===== src/rtl/nonrestoring_divider.sv =====
// Iterative non-restoring divider: one add/subtract of the partial remainder per cycle, with a
// sign-fix stage. Optional overflow flag output when DIVIDER_OVF_FLAG_EN is defined.
module nonrestoring_divider #(
    parameter int WIDTH = 32
) (
    input  logic             clk,
    input  logic             rst,
    input  logic             start_valid,
    output logic             start_ready,
    input  logic [WIDTH-1:0] dividend,
    input  logic [WIDTH-1:0] divisor,
    input  logic             signed_op,
    output logic             res_valid,
    input  logic             res_ready,
    output logic [WIDTH-1:0] quotient,
    output logic [WIDTH-1:0] remainder,
    output logic             div_by_zero,
`ifdef DIVIDER_OVF_FLAG_EN
    output logic             ovf,
`endif
    output logic             busy
);

    localparam int CW = $clog2(WIDTH);

    typedef enum logic [1:0] {
        S_IDLE,
        S_CALC,
        S_FIX,
        S_DONE
    } state_t;

    state_t r_state;
    state_t w_state_next;

    logic [WIDTH-1:0] r_dvd;      // dividend bits shift out MSB-first, quotient bits shift in
    logic [WIDTH-1:0] r_dsr;
    logic [WIDTH:0]   r_rem;
    logic [CW-1:0]    r_cnt;
    logic             r_sign_n;
    logic             r_sign_d;
    logic [WIDTH-1:0] r_quot;
    logic [WIDTH-1:0] r_remd;
    logic             r_dbz;
    logic             r_ovf;

    logic             w_div_zero;
    logic             w_ovf_case;
    logic [WIDTH-1:0] w_dvd_mag;
    logic [WIDTH-1:0] w_dsr_mag;
    logic [WIDTH:0]   w_shift;
    logic [WIDTH:0]   w_rem_step;
    logic             w_qbit;
    logic [WIDTH:0]   w_rem_fix;
    logic [WIDTH-1:0] w_q_out;
    logic [WIDTH-1:0] w_r_out;

    assign w_div_zero = (divisor == '0);
    assign w_ovf_case = signed_op && (dividend == {1'b1, {(WIDTH-1){1'b0}}}) && (divisor == '1);
    assign w_dvd_mag  = (signed_op && dividend[WIDTH-1]) ? -dividend : dividend;
    assign w_dsr_mag  = (signed_op && divisor[WIDTH-1])  ? -divisor  : divisor;

    assign w_shift    = {r_rem[WIDTH-1:0], r_dvd[WIDTH-1]};
    assign w_rem_step = r_rem[WIDTH] ? (w_shift + {1'b0, r_dsr}) : (w_shift - {1'b0, r_dsr});
    assign w_qbit     = ~w_rem_step[WIDTH];

    assign w_rem_fix  = r_rem[WIDTH] ? (r_rem + {1'b0, r_dsr}) : r_rem;
    assign w_q_out    = (r_sign_n ^ r_sign_d) ? -r_dvd : r_dvd;
    assign w_r_out    = r_sign_n ? -w_rem_fix[WIDTH-1:0] : w_rem_fix[WIDTH-1:0];

    always_ff @(posedge clk or posedge rst) begin
        if (rst) begin
            r_state <= S_IDLE;
        end else begin
            r_state <= w_state_next;
        end
    end

    always_comb begin
        w_state_next = r_state;
        case (r_state)
            S_IDLE: begin
                if (start_valid) begin
                    w_state_next = w_div_zero ? S_DONE : S_CALC;
                end
            end
            S_CALC: begin
                if (r_cnt == '0) begin
                    w_state_next = S_FIX;
                end
            end
            S_FIX: begin
                w_state_next = S_DONE;
            end
            S_DONE: begin
                if (res_ready) begin
                    w_state_next = S_IDLE;
                end
            end
            default: begin
                w_state_next = S_IDLE;
            end
        endcase
    end

    always_ff @(posedge clk or posedge rst) begin
        if (rst) begin
            r_dvd    <= '0;
            r_dsr    <= '0;
            r_rem    <= '0;
            r_cnt    <= '0;
            r_sign_n <= 1'b0;
            r_sign_d <= 1'b0;
            r_quot   <= '0;
            r_remd   <= '0;
            r_dbz    <= 1'b0;
            r_ovf    <= 1'b0;
        end else begin
            case (r_state)
                S_IDLE: begin
                    if (start_valid) begin
                        r_dvd    <= w_dvd_mag;
                        r_dsr    <= w_dsr_mag;
                        r_rem    <= '0;
                        r_cnt    <= CW'(WIDTH - 1);
                        r_sign_n <= signed_op & dividend[WIDTH-1];
                        r_sign_d <= signed_op & divisor[WIDTH-1];
                        r_ovf    <= w_ovf_case;
                        r_dbz    <= w_div_zero;
                        if (w_div_zero) begin
                            r_quot <= '1;
                            r_remd <= dividend;
                        end
                    end
                end
                S_CALC: begin
                    r_rem <= w_rem_step;
                    r_dvd <= {r_dvd[WIDTH-2:0], w_qbit};
                    r_cnt <= r_cnt - CW'(1);
                end
                S_FIX: begin
                    r_quot <= w_q_out;
                    r_remd <= w_r_out;
                end
                default: begin
                end
            endcase
        end
    end

    assign start_ready = (r_state == S_IDLE);
    assign busy        = (r_state != S_IDLE);
    assign res_valid   = (r_state == S_DONE);
    assign quotient    = r_quot;
    assign remainder   = r_remd;
    assign div_by_zero = r_dbz;
`ifdef DIVIDER_OVF_FLAG_EN
    assign ovf         = r_ovf;
`else
    logic w_ovf_unused;
    assign w_ovf_unused = r_ovf;
`endif

endmodule


===== config.mk =====
export PLATFORM = sky130hd
export DESIGN_NAME = nonrestoring_divider
export DESIGN_NICKNAME = d
export VERILOG_FILES = /design/src/rtl/nonrestoring_divider.sv
export SDC_FILE = /design/constraint.sdc
export NUM_CORES = 1
export LEC_CHECK = 0
export BUFFER_PORTS_ARGS = -buffer_cell sky130_fd_sc_hd__clkbuf_2
export CORE_UTILIZATION = 60
export DETAILED_ROUTE_END_ITERATION = 8
export GPL_TIMING_DRIVEN = 0
export HOLD_SLACK_MARGIN = 0.05
export PLACE_DENSITY = 0.82
export SYNTH_ARGS = -nofsm -noshare
export SYNTH_HDL_FRONTEND = slang
export SYNTH_SLANG_ARGS = --single-unit

===== constraint.sdc =====
create_clock -name clk -period 7.6 [get_ports clk]
set_input_delay 0.38 -clock clk [delete_from_list [all_inputs] [get_ports clk]]
set_output_delay 0.38 -clock clk [all_outputs]
set_load 0.01 [all_outputs]

; Yosys cells after proc, flatten, opt, wreduce, memory -nomap -nowiden
; Index checks and enable logic that the tools add are counted.
[word_totals]
ff_bits = 171
input_bits = 69
output_inout_bits = 68
[classes]
addsub = 8
eq_ne = 7
mux = 23
bitwise = 4
n_reduce_logical = 12
[op_table]
columns = operator, n
row1 = $mux W32, 10
row2 = $pmux W32 S2, 3
row3 = $neg A32 Y32, 4
row4 = $mux W33, 2
row5 = $pmux W33 S2, 1
row6 = $add A33 B32 Y33, 1
row7 = $sub A33 B32 Y33, 1
row8 = $add A32 B32 Y32, 1
row9 = $logic_not A32 Y1, 1
row10 = $pmux W5 S2, 1
row11 = $mux W2, 4
row12 = $pmux W2 S4, 1
row13 = $reduce_and A3 Y1, 2
row14 = $reduce_bool A2 Y1, 3
row15 = $logic_not A5 Y1, 1
row16 = $mux W5, 1
row17 = $sub A5 B1 Y5 const B, 1
row18 = $eq A2 B2 Y1 const B, 2
row19 = $ne A2 B1 Y1 const B, 2
row20 = $ne A2 B2 Y1 const B, 2
row21 = $reduce_and A2 Y1, 2
row22 = $and A1 B1 Y1, 2
row23 = $eq A2 B1 Y1 const B, 1
row24 = $logic_and A1 B1 Y1, 2
row25 = other kinds (3), 3

; Logic depth before layout (Yosys ltp)
; Gate-level depths: netlist of the first run.
[depth]
ltp_word = 5
ltp_mapped = 22
mapped_depth_nobuf = 19

; Worst setup path before layout of the first run
; Ideal clock, no wire load.
[synth_path]
path_type = register -> register
from = register r_rem[32]
to = register r_rem[32]
setup_time_ns = 0.146
t_arrival_ns = 5.203
setup_slack_ns = 2.251
path_stages_with_launch = 23
period_less_slack_ns = 5.349
cell_sequence = dfrtp_1 buf_2 clkbuf_1 buf_1 clkbuf_1 buf_1 clkbuf_1 clkbuf_1 buf_1 nor2_1 xor2_1 ha_1 nor2b_1 o21ai_0 a211oi_1 o31a_1 a31o_2 a21oi_1 a31oi_1 a2111oi_0 nor3_1 nand2_1 o221ai_1
[synth_via]
elab_chain_len = 2
[synth_lines]
columns = item, line
row1 = from (decl), 38  ; logic [WIDTH:0] r_rem;
row2 = from (signal assigned), 137  ; r_rem <= w_rem_step;
row3 = $mux W33, 64  ; assign w_rem_step = r_rem[WIDTH] ? (w_shift + {1'b0, r_dsr}) : (w_shift - {1'b0, r_dsr});
row4 = $pmux W33 S2, 119  ; case (r_state)
; No other way between the ends.
; A chain may end at the register's enable or synchronous reset.

; Final worst setup path of the first run
[layout_path]
from = register r_rem[32]
to = register r_dvd[0]
[layout_via]
elab_chain_len = 3
[layout_lines]
columns = item, line
row1 = $mux W33, 64
row2 = $not A1 Y1, 65  ; assign w_qbit = ~w_rem_step[WIDTH];
row3 = $pmux W32 S2, 119
row4 = to (signal assigned), 122  ; r_dvd <= w_dvd_mag;
row5 = to (signal assigned), 138  ; r_dvd <= {r_dvd[WIDTH-2:0], w_qbit};
row6 = to (decl), 36  ; logic [WIDTH-1:0] r_dvd;
; No other way between the ends.

==> results of run 1 <==
==> routing by layer <==
metal,track usage [%],vias to the layer above,wire length [um]
li1,-,6407,-
met1,44.4,6251,16800
met2,61.8,627,20000
met3,5.33,94,3120
met4,16.0,0,1550
met5,0,-,0
==> path summary, 6_finish.rpt <==
kind                                from            end  depth (start not counted)
min in group asynchronous            rst    quotient[2]                          3
hold / removal               divisor[31]      r_dsr[31]                          3
setup reg to reg               r_rem[32]       r_dvd[0]                         21
max in group asynchronous            rst      r_dsr[22]                          4
hold reg to reg            remainder[30]  remainder[30]                          2
setup / recovery               r_rem[32]       r_dvd[0]                         21
==> cell usage in the layout, fill, tap and decap left out, drive strengths merged, types with 46 or more instances in the layout <==
cell type    n
nor3        49
clkbuf     208
inv         59
dfrtp      171
xnor2       98
a31oi       46
nor2       157
xor2        96
o21ai      127
a21oi      178
nand2      173
ha          74
==> sequential cells by signal (all words and copies together) (netlist names) <==
register,flops
r_sign_d,1
r_dsr,32
r_rem,33
remainder,32
r_sign_n,1
r_dvd,32
r_cnt,5
quotient,32
div_by_zero,1
r_state,2
==> power by group <==
| group | total (mW) | leakage (nW) | internal, mW | switching, mW |
|---|---|---|---|---|
| sequential | 1.79 | 1.97 | 1.30 | 0.485 |
| clock | 0.891 | 0.278 | 0.447 | 0.444 |
| combinational | 4.87 | 4.42 | 1.92 | 2.96 |
| total | 7.55 | 6.66 | 3.67 | 3.88 |
==> layout make-up <==
class                      instances  area [um2]  share of cell area, %
multi-input combinational       1384        8960                   58.1
sequential                       171        4280                   27.8
timing repair buffer             138         718                   4.66
clock buffer                      18         439                   2.85
tap                              285         357                   2.31
buffer                            76         305                   1.98
inverter                          53         206                   1.34
clock inverter                    14         146                  0.950
==> cells by family after synthesis <==
kind of cell / count (synthesis) / share of synthesized area (%)
muxes: 36 / 2.71
DFF: 171 / 31.1
AOI/OAI and AO/OA: 543 / 24.5
adders and majority gates: 76 / 7.03
and+or+nand+nor: 535 / 18.6
buffers and inverters: 130 / 3.68
xor gates and xnor gates: 194 / 12.4
==> what timing repair did <==
action                                  4_1_cts  5_1_grt
endpoints found under the setup margin        2        2
gates resized for setup                       2        0
hold buffers                                  1        0
endpoints found under the hold margin        65        0
==> per-stage QoR <==
step	std cells	utilization (%)	area (um2)	hold slack, ns
2_1_floorplan	1685	-	13700	0.462
3_5_place_dp	2107	65.6	14800	0.445
5_1_grt	2139	68.3	15400	0.201
4_1_cts	2140	68.3	15400	0.192
3_3_place_gp	2106	65.5	14800	0.472
6_report	2139	68.3	15400	0.194
==> worst register-to-register path, cell delays in order, from the launching register on <==
cell,delay (ns)
dfrtp_1,0.33
buf_2,0.40
buf_1,0.41
clkbuf_1,0.49
buf_2,0.40
clkbuf_1,0.49
clkbuf_2,0.44
buf_1,0.54
nor2_1,0.13
xor2_1,0.17
ha_1,0.34
nor2b_1,0.18
o21ai_0,0.12
a211oi_1,0.36
o31a_1,0.27
a31o_2,0.24
a21oi_1,0.11
a31oi_1,0.47
a2111oi_0,0.23
nor3_1,0.50
nand2b_1,0.19
nand3_1,0.16
==> impl_metrics.yaml, run 1 <==
sta:
  report.final.slew_viol_count: 0
  finClkSkew_ns: 0.0174
  finalHoldViolCount: 0
  setup-tns-final_ns: 0
  rsz0062_at_grt: "false"
  setup_viol: 0
  fmax_mhz: 140
  setup_ws_ns: 0.452
  relSlewSlack_pct: 10.8
  period_minus_slack_ns: 7.15
  fin_crit_sh_pct: 94.1
  worstMarginPinSlew_ns: 1.33
power_and_ir_drop:
  power_mw: 7.55
  ir_drop_v: 0.000193
  powerDensity_nw_per_um2: 490
  total_leakage_power_nw: 6.66
finish:
  final_nets: 1986
  area_growth_pct: 12.1
  n_fill_cell: 1928
  num_antenna_cells: 0
  drive_gt1_share_pct: 11.8
yosys:
  netlist_area_um2: 13700
  yosys-top-cells-count: "a21oi_1, nand2_1, dfrtp_1"
  ys_seq_area_share_pct: 31.1
  syn_inst: 1685
  ys_async_sr_fraction_pct: 100
  synthTopCellsByArea: "dfrtp_1, ha_1, a21oi_1"
  synth_edf_count: 0
  post-synth-top-count-cell: "a21oi_1"
  synth.top_cell.area_share_pct: 31.1
  synth_top_area_cell: "dfrtp_1"
  yosysWarnings: 0
  synth-seq-cells: 171
  avgSynthCellArea_um2: 8.16
  yosysUniqueCellTypes: 89
  syn_nets: 1830
  synth_ff_type: "dfrtp_1"
clock_tree:
  path_clk_slew_ns: 0.08
  cts_max_path_buffers: 2
  h-tree-depth: 4
  cts.sinks: 171
  cts_buffers: 17
  cts_tree: "done"
  post-cts-setup-buffer-count: 0
  clkLatencyLatePin_ns: 0.45
  cts_root_buf: "clkbuf_16"
worst_setup_path:
  critPathBufInv: 7
  max_stage_delay_ns: 0.52
  cp-end-kind: "flop"
  worstPathCellList: "buf_2 -> buf_1 -> clkbuf_1 -> buf_2 -> clkbuf_1 -> clkbuf_2 -> buf_1 -> nor2_1 -> xor2_1 -> ha_1 -> nor2b_1 -> o21ai_0 -> a211oi_1 -> o31a_1 -> a31o_2 -> a21oi_1 -> a31oi_1 -> a2111oi_0 -> nor3_1 -> nand2b_1 -> nand3_1"
  slowest_stage: "buf_1"
  cp_max_fo: 18
  critPathLaunchType: "flop"
  criticalPathCategory: "reg2reg"
  critical_path.top_delay_family: "buffers and inverters"
  cp.required_ns: 7.87
  crit_arrival_ns: 7.42
  reg2reg_setup_slack_ns: 0.45
grt:
  grt_pass1_vias: 12848
  grt_pass1_wl_um: 66100
  grt_overflow: 0
  track_usage_pct: 35.8
  antenna_found_initial: 0
  grt_start_max_net_pins: 107
routing:
  vias: 13379
  wl_um: 41400
  first_pass_iters: 7
  wl_per_cell_um: 19.4
  vias_per_cell: 6.25
  drc: 0
  ant_nets: 0
  drt_iter0_drc: 1135
placement:
  place_ws_ns: -0.247
  portBuffers: 136
  place.gp.congestion: 0.965
  place_hpwl_um: 32600
floorplan:
  dieWidth_um: 153
  coreArea_um2: 22600
  die-area_um2: 23500
  rows: 55
  initial_core_util_pct: 60.9
  top_level_ports: 137
  die_y_um: 153
flow_run:
  maxCapViolations: 0
hold_path:
  hold_class: "in2reg"
status:
  status: "completed"
No activity file was read; power rests on OpenSTA's default activity.
==> run 2: changes to the inputs <==
Settings changed: CELL_PAD_IN_SITES_DETAIL_PLACEMENT set to 0, CELL_PAD_IN_SITES_GLOBAL_PLACEMENT set to 1, CORE_UTILIZATION 60 to 46, PLACE_DENSITY 0.82 to 0.83.
Clock period 7.6 ns to 7.7 ns, I/O delays scaled along.
==> impl_metrics.yaml, run 2 (synthesis gave the netlist of run 1 again) <==
clock_tree:
  cts.sinks: 171
  cts_max_path_buffers: 2
  cts_root_buf: "clkbuf_16"
  cts_buffers: 17
  cts_tree: "done"
  h-tree-depth: 4
  clkLatencyLatePin_ns: 0.45
  path_clk_slew_ns: 0.08
hold_path:
  hold_depth: 3
  hold_class: "in2reg"
  hold_path.startpoint: "divisor[31]"
  min_to: "r_dsr[31]"
finish:
  layout_commonest_cell: "a21oi_1"
  top_register: "r_rem"
  final_cell_mix: "a21oi_1, nand2_1, dfrtp_1, nor2_1, clkbuf_2"
  n_fill_cell: 2858
  register_area_um2: 4280
  final_nets: 1986
  fin_util_pct: 53.5
  area_growth_pct: 13.0
  multi_input_area_um2: 8960
  drive_gt1_share_pct: 11.8
  fin_area_um2: 15500
  largest_reg_flops: 33
  num_antenna_cells: 0
sta:
  fin_crit_sh_pct: 91.8
  relSlewSlack_pct: 20.2
  report.final.slew_viol_count: 0
  setup_ws_ns: 0.629
  finClkSkew_ns: 0.0135
  period_minus_slack_ns: 7.07
  holdWs_ns: 0.214
  finalHoldViolCount: 0
  rsz0062_at_grt: "false"
  setup_viol: 0
  fmax_mhz: 141
  worstMarginPinSlew_ns: 1.19
worst_setup_path:
  cp_max_fo: 19
  rr_worst_depth: 21
  reg2reg_setup_slack_ns: 0.63
  criticalPathCategory: "reg2reg"
  cp-end-kind: "flop"
  rr_startpoint: "r_rem[32]"
  crit_arrival_ns: 7.35
  critPathLaunchType: "flop"
  cp.required_ns: 7.98
  r2r_end: "r_dvd[0]"
placement:
  portBuffers: 136
  place.gp.congestion: 0.895
  placement.cell_area_um2: 14900
  place_hpwl_um: 35000
  place_ws_ns: -0.306
floorplan:
  rows: 62
  top_level_ports: 137
  coreArea_um2: 29000
  dieWidth_um: 175
  die-area_um2: 30600
  die_y_um: 175
  initial_core_util_pct: 47.4
grt:
  antenna_found_initial: 0
  grt_start_max_net_pins: 95
  grt_overflow: 0
  track_usage_pct: 28.9
  grt_pass1_wl_um: 68100
  grt_pass1_vias: 12269
routing:
  ant_nets: 0
  wl_um: 43500
  wl_met3_um: 2170
  dr.max_layer_used: "met4"
  vias: 12890
  first_pass_iters: 5
  dr_wl_met2_um: 20700
  vias_per_cell: 5.76
  drt_iter0_drc: 880
  wl_per_cell_um: 19.4
  drc: 0
  drt-met1-wl_um: 19200
power_and_ir_drop:
  comb_power_share_pct: 64.5
  clockPowerShare_pct: 11.8
  total_leakage_power_nw: 6.67
  switchingPower_mw: 3.81
  internal-power_mw: 3.64
  p_seq_share_pct: 23.7
  powerDensity_nw_per_um2: 479
  swShare_pct: 51.1
  ir_drop_v: 0.000191
status:
  status: "completed"
flow_run:
  maxCapViolations: 0
## run 2: power groups by stage
stage,Clock [mW],Sequential [mW],Combinational [mW]
global placement,0,1.76,4.70
global route,0.918,1.82,5.34
floorplan,0,1.68,3.52
finish,0.881,1.76,4.80
CTS,0.884,1.75,4.79
detailed placement,0,1.77,4.76
## run 2: area by class of cell
type,instances,share of cell area (%)
sequential,171,27.6
multi-input combinational,1384,57.7
timing repair buffer,138,4.63
clock inverter,13,0.894
tap,384,3.09
buffer,76,1.97
inverter,53,1.33
clock buffer,18,2.83
## run 2: metal layers
layer / up-vias / GRT usage (%)
met2: 351 / 49.4
li1: 6426 / -
met1: 6055 / 36.7
met5: - / 0
met3: 58 / 4.09
met4: 0 / 11.4
## run 2: how the worst max path moves through the flow
stage,end,start,slack [ns],cells past startpoint
floorplan,r_rem[32],r_rem[32],2.35,22
global placement,r_dvd[0],r_rem[32],-0.34,22
detailed placement,r_dvd[0],r_rem[32],-0.31,22
CTS,r_dvd[0],r_rem[32],0.08,22
global route,r_dvd[0],r_rem[32],0.24,21
finish,r_dvd[0],r_rem[32],0.63,21
## run 2: per-stage QoR
stage                     cells  total power, mW  TNS, ns
after detailed placement   2206             6.53   -0.518
after floorplan            1685             5.20        0
after global routing       2237             8.07        0
after global placement     2205             6.46   -0.564
final                      2237             7.44        0
after CTS                  2238             7.43        0
## run 2: worst max-delay path, cell delays in order, from the launching register on
cell and delay, ns:
dfrtp_1 0.32, buf_2 0.28, clkbuf_1 0.48, buf_1 0.45, clkbuf_1 0.51, buf_2 0.50
clkbuf_2 0.42, clkbuf_2 0.35, nor2_1 0.10, xor2_1 0.16, ha_1 0.34, nor2b_1 0.18
o21ai_0 0.13, a211oi_1 0.40, o31a_1 0.27, a31o_2 0.25, a21oi_1 0.10, a31oi_1 0.50
a2111oi_0 0.24, nor3_1 0.57, nand2b_1 0.20, nand3_1 0.12
## run 2: what timing repair did
action,in CTS,in global routing
buffers inserted,0,0
gates resized for setup,2,1
endpoints found under the setup margin,2,3
hold buffers,1,0
hold endpoints to repair,28,0
